**config.mk**
```make
export PLATFORM = sky130hd
export DESIGN_NAME = seq_pattern_detector
export DESIGN_NICKNAME = d
export VERILOG_FILES = /design/src/rtl/seq_pattern_detector.sv
export SDC_FILE = /design/constraint.sdc
export NUM_CORES = 1
export LEC_CHECK = 0
export BUFFER_PORTS_ARGS = -buffer_cell sky130_fd_sc_hd__buf_2
export CAP_MARGIN = 20
export CELL_PAD_IN_SITES_DETAIL_PLACEMENT = 0
export CELL_PAD_IN_SITES_GLOBAL_PLACEMENT = 1
export CORE_MARGIN = 5
export CORE_UTILIZATION = 53
export DETAILED_ROUTE_END_ITERATION = 16
export PLACE_DENSITY = 0.91
export SLEW_MARGIN = 40
export SYNTH_ARGS = -nofsm -noshare
export SYNTH_HDL_FRONTEND = slang
export SYNTH_SLANG_ARGS = --single-unit
```
**constraint.sdc**
```tcl
create_clock -name clk -period 11.65 [get_ports clk]
set_input_delay 0.5825 -clock clk [delete_from_list [all_inputs] [get_ports clk]]
set_output_delay 0.5825 -clock clk [all_outputs]
set_load 0.02 [all_outputs]
```
**src/rtl/seq_pattern_detector.sv**
```systemverilog
// Runtime-programmable sliding-window sequence detector for SYM_W-bit symbols.
module seq_pattern_detector #(
  parameter int SYM_W   = 2,
  parameter int MAX_LEN = 12,
  parameter int IDX_W   = 4,
  parameter int LEN_W   = 4,
  parameter int CNT_W   = 8,
  parameter int TIMEOUT = 16
) (
  input  logic             clk,
  input  logic             reset,
  input  logic             enable,
  input  logic             cfg_we,
  input  logic [IDX_W-1:0] cfg_idx,
  input  logic [SYM_W-1:0] cfg_sym,
  input  logic [LEN_W-1:0] cfg_len,
  input  logic             overlap,
  input  logic             sample_valid,
  input  logic [SYM_W-1:0] sample,
  output logic             match,
  output logic [LEN_W-1:0] fill,
  output logic [CNT_W-1:0] match_count,
  output logic             busy,
  output logic             flush
);

  localparam int TO_W = (TIMEOUT > 1) ? $clog2(TIMEOUT + 1) : 1;

  typedef enum logic {IDLE, HUNT} state_t;

  state_t           state_q, state_d;
  logic [SYM_W-1:0] pat_q  [MAX_LEN];
  logic [SYM_W-1:0] pat_d  [MAX_LEN];
  logic [SYM_W-1:0] hist_q [MAX_LEN];
  logic [SYM_W-1:0] hist_d [MAX_LEN];
  logic [SYM_W-1:0] hist_sh[MAX_LEN];
  logic [LEN_W-1:0] fill_q, fill_d, fill_nx;
  logic [LEN_W-1:0] len_q, len_d;
  logic             ovl_q, ovl_d;
  logic [TO_W-1:0]  idle_q, idle_d;
  logic             match_q, match_d;
  logic             flush_q, flush_d;
  logic [CNT_W-1:0] cnt_q, cnt_d;
  logic             eq;
  logic [IDX_W-1:0] pidx;

  always_ff @(posedge clk or posedge reset) begin
    if (reset) begin
      state_q <= IDLE;
      pat_q   <= '{default: '0};
      hist_q  <= '{default: '0};
      fill_q  <= '0;
      len_q   <= '0;
      ovl_q   <= 1'b0;
      idle_q  <= '0;
      match_q <= 1'b0;
      flush_q <= 1'b0;
      cnt_q   <= '0;
    end else begin
      state_q <= state_d;
      pat_q   <= pat_d;
      hist_q  <= hist_d;
      fill_q  <= fill_d;
      len_q   <= len_d;
      ovl_q   <= ovl_d;
      idle_q  <= idle_d;
      match_q <= match_d;
      flush_q <= flush_d;
      cnt_q   <= cnt_d;
    end
  end

  always_comb begin
    state_d = state_q;
    pat_d   = pat_q;
    hist_d  = hist_q;
    fill_d  = fill_q;
    len_d   = len_q;
    ovl_d   = ovl_q;
    idle_d  = idle_q;
    match_d = 1'b0;
    flush_d = 1'b0;
    cnt_d   = cnt_q;
    pidx    = '0;

    // Window compare always runs on the post-shift history; it is only acted on for a valid sample.
    hist_sh[0] = sample;
    for (int unsigned k = 1; k < MAX_LEN; k++) begin
      hist_sh[k] = hist_q[k-1];
    end
    fill_nx = (fill_q < len_q) ? fill_q + 1'b1 : len_q;
    eq = (len_q != '0);
    for (int unsigned k = 0; k < MAX_LEN; k++) begin
      if (k < 32'(len_q)) begin
        pidx = IDX_W'(32'(len_q) - 1 - k);
        if (hist_sh[k] != pat_q[pidx]) begin
          eq = 1'b0;
        end
      end
    end

    unique case (state_q)
      IDLE: begin
        if (cfg_we && (int'(cfg_idx) < MAX_LEN)) begin
          pat_d[cfg_idx] = cfg_sym;
        end
        if (enable) begin
          state_d = HUNT;
          len_d   = (cfg_len > LEN_W'(MAX_LEN)) ? LEN_W'(MAX_LEN) : cfg_len;
          ovl_d   = overlap;
          idle_d  = '0;
        end
      end
      HUNT: begin
        if (!enable) begin
          state_d = IDLE;
          hist_d  = '{default: '0};
          fill_d  = '0;
          idle_d  = '0;
        end else if (sample_valid) begin
          hist_d = hist_sh;
          idle_d = '0;
          if (eq && (fill_nx == len_q)) begin
            match_d = 1'b1;
            if (cnt_q != '1) begin
              cnt_d = cnt_q + 1'b1;
            end
            fill_d = ovl_q ? len_q : '0;
          end else begin
            fill_d = fill_nx;
          end
        end else if (TIMEOUT > 0) begin
          // Counter stops at TIMEOUT so the flush fires once per idle stretch.
          if (idle_q < TO_W'(TIMEOUT)) begin
            idle_d = idle_q + 1'b1;
            if ((idle_d == TO_W'(TIMEOUT)) && (fill_q != '0)) begin
              fill_d  = '0;
              flush_d = 1'b1;
            end
          end
        end
      end
      default: state_d = IDLE;
    endcase
  end

  assign match       = match_q;
  assign fill        = fill_q;
  assign match_count = cnt_q;
  assign busy        = (state_q == HUNT);
  assign flush       = flush_q;

endmodule
```
==> out/results.ini <==
[run_status]
status=finished, final reports clean

[final_layout]
drive_gt1_share_pct=21.5
final_common_cell=dfrtp_1
multi_input_area_um2=3230
area_growth_pct=7.66
layout_common_cells=dfrtp_1, nand2_1, mux2i_1, xnor2_1, buf_2
nFillCells=857
nNetsFinal=548
stdcell_area_um2=5610
seq_area_um2=1780
final_util_pct=57.9
antenna_cells=0

[routing]
route.detailed.drc=0
detail_route.iter0.violations=253
wl_per_cell_um=18.7
vias_per_cell=6.13
num_vias=3983
antenna_left=0
first_pass_iters=5
wl_um=12100

[critical_path]
worstSetupPathType=reg2reg
reg2reg_depth=16
crit_required_ns=11.92
end_kind=register
arrival_ns=5.77
startpoint_type=register
critPathMaxFanout=28

[sta]
min_period_over_period_pct=47.2
rsz0062_at_grt=no
fin_crit_ns=5.50
fmax_mhz=182
report.final.hold_viol_count=0
setup_violations=0
worst_pin_slew_ns=0.745
slew_viol_final=0
slew_headroom_pct=50.4
finalSetupTns_ns=0
fin_skew_ns=0.0126

[clock_tree]
cts_setup_buffers=0
cts_resized=0
cts_tree=yes
clock_latency_ns=0.36
numCtsBuffers=9
cts_hold_buf=0
clock_path_buffers=2
clock_sinks=71
h-tree-depth=3
cts-root-buf=clkbuf_8
path_clk_slew_ns=0.08

[global_route]
grt_pass1_vias=3868
grt_overflow_total=0
gr-max-usage-layer=met2
grt_util_met1_pct=29.1
grt_max_degree=72
track_usage_pct=21.8
use_met2_pct=36.0
grtUsageMet3_pct=4.20
grt_pass1_wl_um=20100
antenna_found_initial=0

[place]
gp_congestion=0.925
post-dp-hpwl_um=8870
dpl_cell_area_um2=5410
port_buffers=32

[power]
power_density_nw_per_um2=166
vdd_ir_drop_max_mv=0.102
p_leak_uw=0.00249

[job]
max_cap_violations=0

[hold_path]
worst_hold_path_type=in2async

[synth]
async_flop_share_pct=100
syn-num-nets=526
ys_seq_area_share_pct=34.1
syn-cell-area_um2=5210
ys_warn_count=0
ys_ff_latch=71
syn_avg_cell_area_um2=10.6
ys_types=69
synthFlopType=dfrtp_1
syn_inst=491
synth_edf_count=0

[floorplan]
start_util_pct=53.8
fp-row-count=36
io_pins=33
fp.dieW_um=109
core_area_um2=9680
dieArea_um2=11900
die_y_um=109

synthesized netlist by cell type, types with 6 or more instances:
master / number / area share [%]
o21ai_0: 19 / 1.8
dfrtp_1: 71 / 34
inv_1: 11 / 0.79
mux2_2: 26 / 5.6
nor2b_1: 8 / 0.96
nand3_1: 12 / 1.2
mux2i_1: 36 / 6.9
nand4_1: 8 / 0.96
ha_1: 17 / 4.1
clkbuf_1: 8 / 0.58
and3_1: 6 / 0.72
mux4_2: 15 / 6.5
xnor2_1: 33 / 5.6
xor2_1: 15 / 2.5
a22o_1: 22 / 3.7
buf_2: 6 / 0.58
a21oi_1: 11 / 1.1
nor2_1: 18 / 1.3
nand2_1: 51 / 3.7
registers in the layout, indices dropped and copies added, names as in the netlist, 4 cells and up:
name and cells:
fill 4, hist_q 22, idle_q 5, len_q 4, match_count 8, pat_q 24
path summary, 6_finish.rpt:
kind	end	slack, ns	start
min in group clk	busy	0.40	enable
max	fill[0]	6.15	len_q[0]
max in group asynchronous	idle_q[3]	10.81	reset
max reg2reg	fill[0]	6.15	len_q[0]
min reg2reg	match_count[4]	0.49	match_count[4]
min	pat_q[22]	0.34	reset
metrics by stage:
stage	setup slack [ns]	cells	hold WS, ns	power [uW]
floorplan	7.02	491	0.486	651
global placement	5.99	635	0.476	724
detailed placement	6.13	635	0.483	735
CTS	6.14	650	0.386	932
global route	5.78	650	0.387	994
finish	6.15	650	0.343	933
worst max-delay path: stages, from the launching register on:
cell,delay (ns)
dfrtp_1,0.32
buf_4,0.35
inv_2,0.29
ha_1,0.37
buf_4,0.37
inv_1,0.18
ha_1,0.43
mux4_2,0.53
mux2i_1,0.25
xnor2_1,0.16
o22ai_1,0.08
or4b_1,0.52
a2111oi_2,0.21
o211ai_1,0.12
and4b_1,0.63
mux2_2,0.41
o221ai_1,0.18
kinds of logic after synthesis:
group                      Yosys count  synth area share (%)
buffers and inverters               39                  4.16
muxes                               85                  22.1
DFF                                 71                  34.1
adders and majority gates           17                  4.08
xor gates and xnor gates            51                  9.25
and+or+nand+nor                    138                  13.7
AOI/OAI and AO/OA                   90                  12.6
metal layers:
metal | routed length, um | vias to the layer above
met5 | 0 | -
met3 | 498 | 21
met1 | 5500 | 1991
met4 | 245 | 0
met2 | 5880 | 109
li1 | - | 1862
power by group:
group,switching [uW],internal [uW]
registers,30.8,270
clock network,98.0,98.1
logic,237,200
area by class of cell:
cell class / instances / area share [%]
clock buffer: 10 / 2.28
clock inverter: 5 / 1.05
inverter: 14 / 0.937
multi-input combinational: 381 / 57.6
sequential: 71 / 31.7
tap: 133 / 2.97
timing repair buffer: 36 / 3.46
Power figures use the tool's default switching activity.
